===== src/rtl/clock_pkg.sv =====
// Shared clock-control types and default divisors for the CPU clock sequencer
// and any other block that derives timing from the board oscillator.
package clock_pkg;

    typedef enum logic [1:0] {
        HALT  = 2'd0,
        RUN   = 2'd1,
        DRAIN = 2'd2,
        STEP  = 2'd3
    } seq_state_e;

    localparam logic [1:0] SPEED_SLOW = 2'd0;
    localparam logic [1:0] SPEED_MED  = 2'd1;
    localparam logic [1:0] SPEED_FAST = 2'd2;
    localparam logic [1:0] SPEED_MAX  = 2'd3;

    localparam int CNT_W_DEFAULT    = 28;
    localparam int DIV_SLOW_DEFAULT = 50_000_000;
    localparam int DIV_MED_DEFAULT  = 1_000_000;
    localparam int DIV_FAST_DEFAULT = 100_000;
    localparam int DIV_MAX_DEFAULT  = 2;

endpackage


===== src/rtl/sync_edge.sv =====
// Two-flop synchronizer for an asynchronous level, with a one-cycle pulse on
// each synchronized rising edge.
module sync_edge (
    input  logic clk_in,
    input  logic reset,
    input  logic async_in,
    output logic level,
    output logic pulse
);

    logic [1:0] sync_q;
    logic       prev_q;

    always_ff @(posedge clk_in) begin
        if (reset) begin
            sync_q <= '0;
            prev_q <= 1'b0;
        end else begin
            sync_q <= {sync_q[0], async_in};
            prev_q <= sync_q[1];
        end
    end

    assign level = sync_q[1];
    assign pulse = sync_q[1] & ~prev_q;

endmodule


===== src/rtl/cpu_clock_sequencer.sv =====
// 6502 system clock sequencer: free-run at a selectable rate, halt cleanly at a
// period boundary, or single-step one full period per button press.
//
// state | meaning
// HALT  | clock parked low, counter held at 0
// RUN   | free-running periods
// DRAIN | run released, finishing the current period
// STEP  | one full period, then back to HALT
module cpu_clock_sequencer
    import clock_pkg::*;
#(
    parameter int CNT_W    = CNT_W_DEFAULT,
    parameter int DIV_SLOW = DIV_SLOW_DEFAULT,
    parameter int DIV_MED  = DIV_MED_DEFAULT,
    parameter int DIV_FAST = DIV_FAST_DEFAULT,
    parameter int DIV_MAX  = DIV_MAX_DEFAULT
) (
    input  logic       clk_in,
    input  logic       reset,
    input  logic       run_req,
    input  logic       step_btn,
    input  logic [1:0] speed_sel,
    output logic       clk_out,
    output logic       cpu_tick,
    output logic       running,
    output logic       halted
);

    seq_state_e       state, state_nxt;
    logic [CNT_W-1:0] counter, counter_nxt;
    logic [CNT_W-1:0] div_act, div_nxt, div_sel, div_last;
    logic             run_lvl, run_rise, step_lvl, step_pulse;
    logic             wrap, period_start, clk_out_nxt;
    logic             unused_sync;

    sync_edge u_sync_run (
        .clk_in   (clk_in),
        .reset    (reset),
        .async_in (run_req),
        .level    (run_lvl),
        .pulse    (run_rise)
    );

    sync_edge u_sync_step (
        .clk_in   (clk_in),
        .reset    (reset),
        .async_in (step_btn),
        .level    (step_lvl),
        .pulse    (step_pulse)
    );

    assign unused_sync = run_rise ^ step_lvl;

    always_ff @(posedge clk_in) begin
        if (reset) begin
            state <= HALT;
        end else begin
            state <= state_nxt;
        end
    end

    assign div_last = div_act - CNT_W'(1);
    assign wrap     = (counter == div_last);

    // Run beats step when both arrive together; RUN skips DRAIN if released on the last cycle.
    always_comb begin
        state_nxt = state;
        unique case (state)
            HALT: begin
                if (run_lvl) begin
                    state_nxt = RUN;
                end else if (step_pulse) begin
                    state_nxt = STEP;
                end
            end
            RUN: begin
                if (!run_lvl) begin
                    state_nxt = wrap ? HALT : DRAIN;
                end
            end
            DRAIN: begin
                if (run_lvl) begin
                    state_nxt = RUN;
                end else if (wrap) begin
                    state_nxt = HALT;
                end
            end
            STEP: begin
                if (wrap) begin
                    state_nxt = HALT;
                end
            end
            default: state_nxt = HALT;
        endcase
    end

    always_comb begin
        div_sel = CNT_W'(DIV_SLOW);
        unique case (speed_sel)
            SPEED_SLOW: div_sel = CNT_W'(DIV_SLOW);
            SPEED_MED:  div_sel = CNT_W'(DIV_MED);
            SPEED_FAST: div_sel = CNT_W'(DIV_FAST);
            SPEED_MAX:  div_sel = CNT_W'(DIV_MAX);
            default:    div_sel = CNT_W'(DIV_SLOW);
        endcase
    end

    // The divisor only changes where a new period begins, so no period is ever reshaped.
    always_comb begin
        period_start = (state_nxt != HALT) && ((state == HALT) || wrap);
        div_nxt      = period_start ? div_sel : div_act;
        counter_nxt  = ((state == HALT) || wrap) ? '0 : counter + CNT_W'(1);
        clk_out_nxt  = (state != HALT) && (counter < (div_act >> 1));
    end

    always_ff @(posedge clk_in) begin
        if (reset) begin
            counter  <= '0;
            div_act  <= CNT_W'(DIV_SLOW);
            clk_out  <= 1'b0;
            cpu_tick <= 1'b0;
        end else begin
            counter  <= counter_nxt;
            div_act  <= div_nxt;
            clk_out  <= clk_out_nxt;
            cpu_tick <= clk_out_nxt & ~clk_out;
        end
    end

    always_comb begin
        running = (state == RUN) || (state == DRAIN);
        halted  = (state == HALT);
    end

endmodule


===== config.mk =====
export PLATFORM = sky130hd
export DESIGN_NAME = cpu_clock_sequencer
export DESIGN_NICKNAME = d
export VERILOG_FILES = /design/src/rtl/clock_pkg.sv /design/src/rtl/sync_edge.sv /design/src/rtl/cpu_clock_sequencer.sv
export SDC_FILE = /design/constraint.sdc
export NUM_CORES = 1
export LEC_CHECK = 0
export ABC_AREA = 1
export BUFFER_PORTS_ARGS = -buffer_cell sky130_fd_sc_hd__buf_2
export CORE_MARGIN = 4
export CORE_UTILIZATION = 67
export DETAILED_ROUTE_END_ITERATION = 7
export PLACE_DENSITY = 0.92
export SLEW_MARGIN = 15
export SYNTH_ARGS = -nofsm -noshare
export SYNTH_HDL_FRONTEND = slang
export SYNTH_SLANG_ARGS = --single-unit

===== constraint.sdc =====
create_clock -name clk_in -period 4.3 [get_ports clk_in]
set_input_delay 0.86 -clock clk_in [delete_from_list [all_inputs] [get_ports clk_in]]
set_output_delay 0.86 -clock clk_in [all_outputs]
set_load 0.02 [all_outputs]

==> results of run 1 <==
per-stage QoR:
stage / setup slack [ps] / instance area (um2) / instances / utilization
after floorplan: 2140 / 3080 / 473 / -
after global routing: 1040 / 3260 / 537 / 0.738
final: 1380 / 3260 / 537 / 0.738
after detailed placement: 1360 / 3170 / 529 / 0.717
after global placement: 1520 / 3170 / 529 / 0.717
after CTS: 1350 / 3260 / 537 / 0.738
power by group:
group	internal (mW)	switching, mW	leakage, nW
combinational	0.180	0.387	1.09
clock	0.128	0.145	0.0510
sequential	0.443	0.0369	0.357
state kept, by name, indices dropped and copies added (netlist names):
name / count
clk_out: 1
counter: 28
cpu_tick: 1
div_act: 7
state: 2
u_sync_run.sync_q: 2
u_sync_step.prev_q: 1
u_sync_step.sync_q: 2
synthesized netlist by cell type (3+ instances only):
cell type	instances	area [um2]
inv_2	6	22.5
ha_1	28	350
a21oi_1	22	110
xor2_1	10	87.6
o21ai_0	10	50.1
nor2_2	3	18.8
nand2_4	4	45.0
dfxtp_1	44	881
or2_2	7	43.8
nor2_1	59	221
nor4_1	7	43.8
inv_1	63	236
nor3_1	17	85.1
nand2_1	121	454
nor2_4	3	33.8
nor3b_1	4	30.0
nand4_1	7	43.8
nand3_1	40	200
area by class of cell:
class / instances / area share
multi-input cells: 355 / 0.588
well taps: 52 / 0.0200
repair buffers: 9 / 0.0138
clock buffers: 6 / 0.0253
flip-flops and latches: 44 / 0.270
inverters: 69 / 0.0795
clock inverters: 2 / 0.00307
kinds of logic (layout without fill, tap and decap cells):
group	count (synthesis)	in the layout	share of synthesized area
buf+inv	74	86	0.0933
xor+xnor	11	11	0.0312
fa+ha+maj	28	28	0.114
compound gates	41	41	0.0734
flops	44	44	0.286
simple gates	275	275	0.403
layer usage:
metal | share of wire | GRT usage | wire, um
met1 | 0.46 | 0.346 | 3170
met2 | 0.46 | 0.444 | 3190
met4 | 0.024 | 0.120 | 170
met5 | 0 | 0 | 0
met3 | 0.062 | 0.0369 | 430
worst max-delay path: stages, from the launching register on:
cell	delay, ps
dfxtp_1	350
inv_1	140
ha_1	190
inv_1	60
nor2_1	120
nand4_1	210
nand2_1	120
nand2_1	60
nand2_1	60
nor2_1	40
nand2_1	70
nor2_2	50
nand3_2	110
nand3_1	780
a211oi_1	450
final timing paths:
path	to	slack [ps]	cells past startpoint	from
max	counter[6]	1380	14	div_act[10]
min	u_sync_run.sync_q[1]	410	2	u_sync_run.sync_q[0]
max reg2reg	counter[6]	1380	14	div_act[10]
min reg2reg	u_sync_run.sync_q[1]	410	2	u_sync_run.sync_q[0]
==> impl_metrics.tcl, run 1 <==
set metrics [dict create \
    status "complete, no violations" \
    htreeDepth 2 \
    final_cell_mix "nand2_1, inv_1, nor2_1" \
    gr-usage-all-layers 0.269 \
    diodes 0 \
    grt_pass1_vias 2831 \
    grt_pass1_wl_um 12100 \
    fmax_mhz 342 \
    clk_pin_slew_ps 90 \
    cp_max_fo 28 \
    netlist_instances 473 \
    avgViaCountPerCell 5.69 \
    drv_cap 0 \
    cts_made_buffers 5 \
    grt_max_degree 29 \
    hold_viol_final 0 \
    mostFrequentLayoutCell "nand2_1" \
    holdCritPathClass "reg -> reg" \
    nNetsFinal 518 \
    cp.arrival_ps 3120 \
    clkSinkCount 44 \
    min_period_ps 2920 \
    port_buffers 9 \
    cp.required_ps 4500 \
    hold_buffers 0 \
    gp_congestion 0.952 \
    final.setup.tns_ps 0 \
    rsz0062_at_grt "no" \
    synth_edf_count 0 \
    dr_total_vias 3057 \
    start_util 0.699 \
    cts_tree "done" \
    yosysWarnings 0 \
    drive_gt1_frac 0.0887 \
    vdd_ir_drop_max_mv 0.355 \
    skew_ps 9.39 \
    netlist_area_um2 3080 \
    drt-total-wl_um 6960 \
    setup_violations 0 \
    hold_ws_ps 409 \
    power_density_nw_per_um2 405 \
    drtAntennaViolNets 0 \
    crit_type "reg -> reg" \
    maxSlewHeadroom 0.240 \
    clock-root-buffer "clkbuf_8" \
    ys_seq_area_frac 0.286 \
    p_leak_nw 1.50 \
    drt_iter0_drc 240 \
    overflow 0 \
    clk_path_buf_depth 2 \
    grt_antenna_before_repair 0 \
    die_area_um2 5750 \
    worstSkewPairLatency_ps 310 \
    post-cts-setup-buffer-count 0 \
    postSynth.asyncResetShare 0 \
    die_w_um 75.8 \
    seq_area_um2 881 \
    total_power_mw 1.32 \
    num_rows 24 \
    ys_seq_elements 44 \
    synthesis.nets 507 \
    synth_cell_types 32 \
    tightest_slew_ps 1140 \
    syn2layout_area_growth_pct 5.64 \
    end_kind "flip-flop" \
    ys_dominant_reg_cell "dfxtp_1" \
    ioPinCount 10 \
    start_kind "flip-flop" \
    final.fill_count 365 \
    core_um2 4410 \
    cts_resized 0 \
    multi_input_area_um2 1920 \
    die_h_um 75.8 \
    first_pass_iters 5 \
    timing.final.crit_share 0.680 \
    syn_area_per_cell_um2 6.52 \
    report.final.slew_viol_count 0 \
    place_hpwl_um 5370 \
    post_drt_wl_per_cell_um 13.0 \
    drc_errors 0 \
]
Power figures use the tool's default switching activity.
==> run 2, diff against run 1 <==
--- a/config.mk
+++ b/config.mk
@@ -8,9 +8,9 @@
 export ABC_AREA = 1
 export BUFFER_PORTS_ARGS = -buffer_cell sky130_fd_sc_hd__buf_2
 export CORE_MARGIN = 4
-export CORE_UTILIZATION = 67
+export CORE_UTILIZATION = 62
 export DETAILED_ROUTE_END_ITERATION = 7
-export PLACE_DENSITY = 0.92
+export PLACE_DENSITY = 0.87
 export SLEW_MARGIN = 15
 export SYNTH_ARGS = -nofsm -noshare
 export SYNTH_HDL_FRONTEND = slang
==> constraint.sdc (replaced) <==
create_clock -name clk_in -period 2.95 [get_ports clk_in]
set_input_delay 0.59 -clock clk_in [delete_from_list [all_inputs] [get_ports clk_in]]
set_output_delay 0.59 -clock clk_in [all_outputs]
set_load 0.02 [all_outputs]
==> impl_metrics.tcl, run 2 (same netlist as run 1, synthesis figures left out) <==
set metrics [dict create \
    cp.required_ps 3190 \
    drt_iter0_drc 201 \
    avgViaCountPerCell 5.45 \
    timing.final.crit_share 0.873 \
    core_um2 4790 \
    hold_buffers 0 \
    skew_ps 8.49 \
    setup_violations 0 \
    gp_congestion 0.920 \
    hold_viol_final 0 \
    gr-usage-all-layers 0.238 \
    min_period_ps 2580 \
    clock-root-buffer "clkbuf_8" \
    fmax_mhz 388 \
    mostFrequentLayoutCell "nand2_1" \
    end_kind "flip-flop" \
    cts_made_buffers 5 \
    seq_area_um2 881 \
    layout.cells.non_filler 552 \
    cp_max_fo 8 \
    drc_errors 0 \
    clk_path_buf_depth 2 \
    regMostFlops "counter" \
    multi_input_area_um2 1920 \
    grt_max_degree 26 \
    final.setup.tns_ps 0 \
    grt_pass1_vias 2858 \
    dr_total_vias 3010 \
    port_buffers 9 \
    cp.arrival_ps 2820 \
    num_rows 25 \
    syn2layout_area_growth_pct 6.53 \
    status "complete, no violations" \
    maxSlewHeadroom 0.686 \
    holdCritPathClass "reg -> reg" \
    place_hpwl_um 5380 \
    p_leak_nw 1.49 \
    rsz0062_at_grt "no" \
    drv_cap 0 \
    worstSkewPairLatency_ps 310 \
    diodes 0 \
    cts_tree "done" \
    reg_top3 "counter (28), div_act (7)" \
    start_util 0.644 \
    start_kind "flip-flop" \
    clkSinkCount 44 \
    ioPinCount 10 \
    post_drt_wl_per_cell_um 12.3 \
    grt_antenna_before_repair 0 \
    first_pass_iters 5 \
    drive_gt1_frac 0.0887 \
    die_area_um2 6170 \
    post-cts-setup-buffer-count 0 \
    tightest_slew_ps 467 \
    final.fill_count 424 \
    overflow 0 \
    drtAntennaViolNets 0 \
    htreeDepth 2 \
    largest_reg_flops 28 \
    nNetsFinal 519 \
    cts_resized 0 \
    crit_type "reg -> reg" \
    drt-total-wl_um 6820 \
    die_h_um 78.5 \
    report.final.slew_viol_count 0 \
    power_density_nw_per_um2 580 \
    final_cell_mix "nand2_1, inv_1, nor2_1" \
    grt_pass1_wl_um 12000 \
    vdd_ir_drop_max_mv 0.432 \
    die_w_um 78.5 \
    placedCellCount 545 \
    clk_pin_slew_ps 80 \
]
==> run 2: cell count changes in the layout (fill, tap and decap cells not counted), sizes merged <==
cell and change:
clkinv -1, clkinvlp +1, buf +1, clkbuf -1
==> run 2: path summary, 6_finish.rpt <==
check	from	end	slack, ps	cells past startpoint
max	div_act[10]	div_act[10]	370	19
min	u_sync_step.sync_q[0]	u_sync_step.sync_q[1]	410	2
max reg2reg	div_act[10]	div_act[10]	370	19
min reg2reg	u_sync_step.sync_q[0]	u_sync_step.sync_q[1]	410	2
==> run 2: worst max-delay path, stage by stage (launching register included) <==
cell and delay, ps:
dfxtp_1 420, inv_1 130, ha_1 310, nand2_1 70
inv_1 30, nor2_1 70, nand3_1 80, nor2_1 90
nand2_1 50, nor2_1 120, nand3_1 120, nor2_2 130
nand3_2 130, a21oi_1 180, nand2_1 80, nand2_1 120
nand2_4 100, nand2_4 100, nand2_1 60, a21oi_1 120
==> run 2: per-stage QoR <==
| stage | hold slack [ps] | instance area [um2] | util | setup slack, ps | power [mW] |
|---|---|---|---|---|---|
| 2_1_floorplan | 388 | 3080 | - | 787 | 1.35 |
| 3_3_place_gp | 390 | 3200 | 0.670 | 522 | 1.50 |
| 3_5_place_dp | 401 | 3200 | 0.670 | 419 | 1.53 |
| 4_1_cts | 412 | 3290 | 0.687 | 390 | 1.91 |
| 5_1_grt | 426 | 3290 | 0.687 | 36.4 | 2.05 |
| 6_report | 409 | 3290 | 0.687 | 374 | 1.91 |
==> run 2: cell type report <==
type	count	area share
multi-input cells	355	0.583
flip-flops and latches	44	0.268
inverters	69	0.0788
well taps	67	0.0255
clock buffers	5	0.0209
repair buffers	10	0.0198
clock inverters	2	0.00381
==> run 2: per-layer routing <==
metal	vias up	global-route usage	part of all wire
met2	94	0.431	0.48
li1	1542	-	-
met4	0	0.0787	0.018
met3	12	0.0447	0.048
met5	-	0	0
met1	1362	0.279	0.45
==> run 2: power by group <==
part	internal [mW]	switching, mW
Combinational	0.271	0.557
Clock	0.161	0.214
Sequential	0.646	0.0572
Total	1.08	0.827
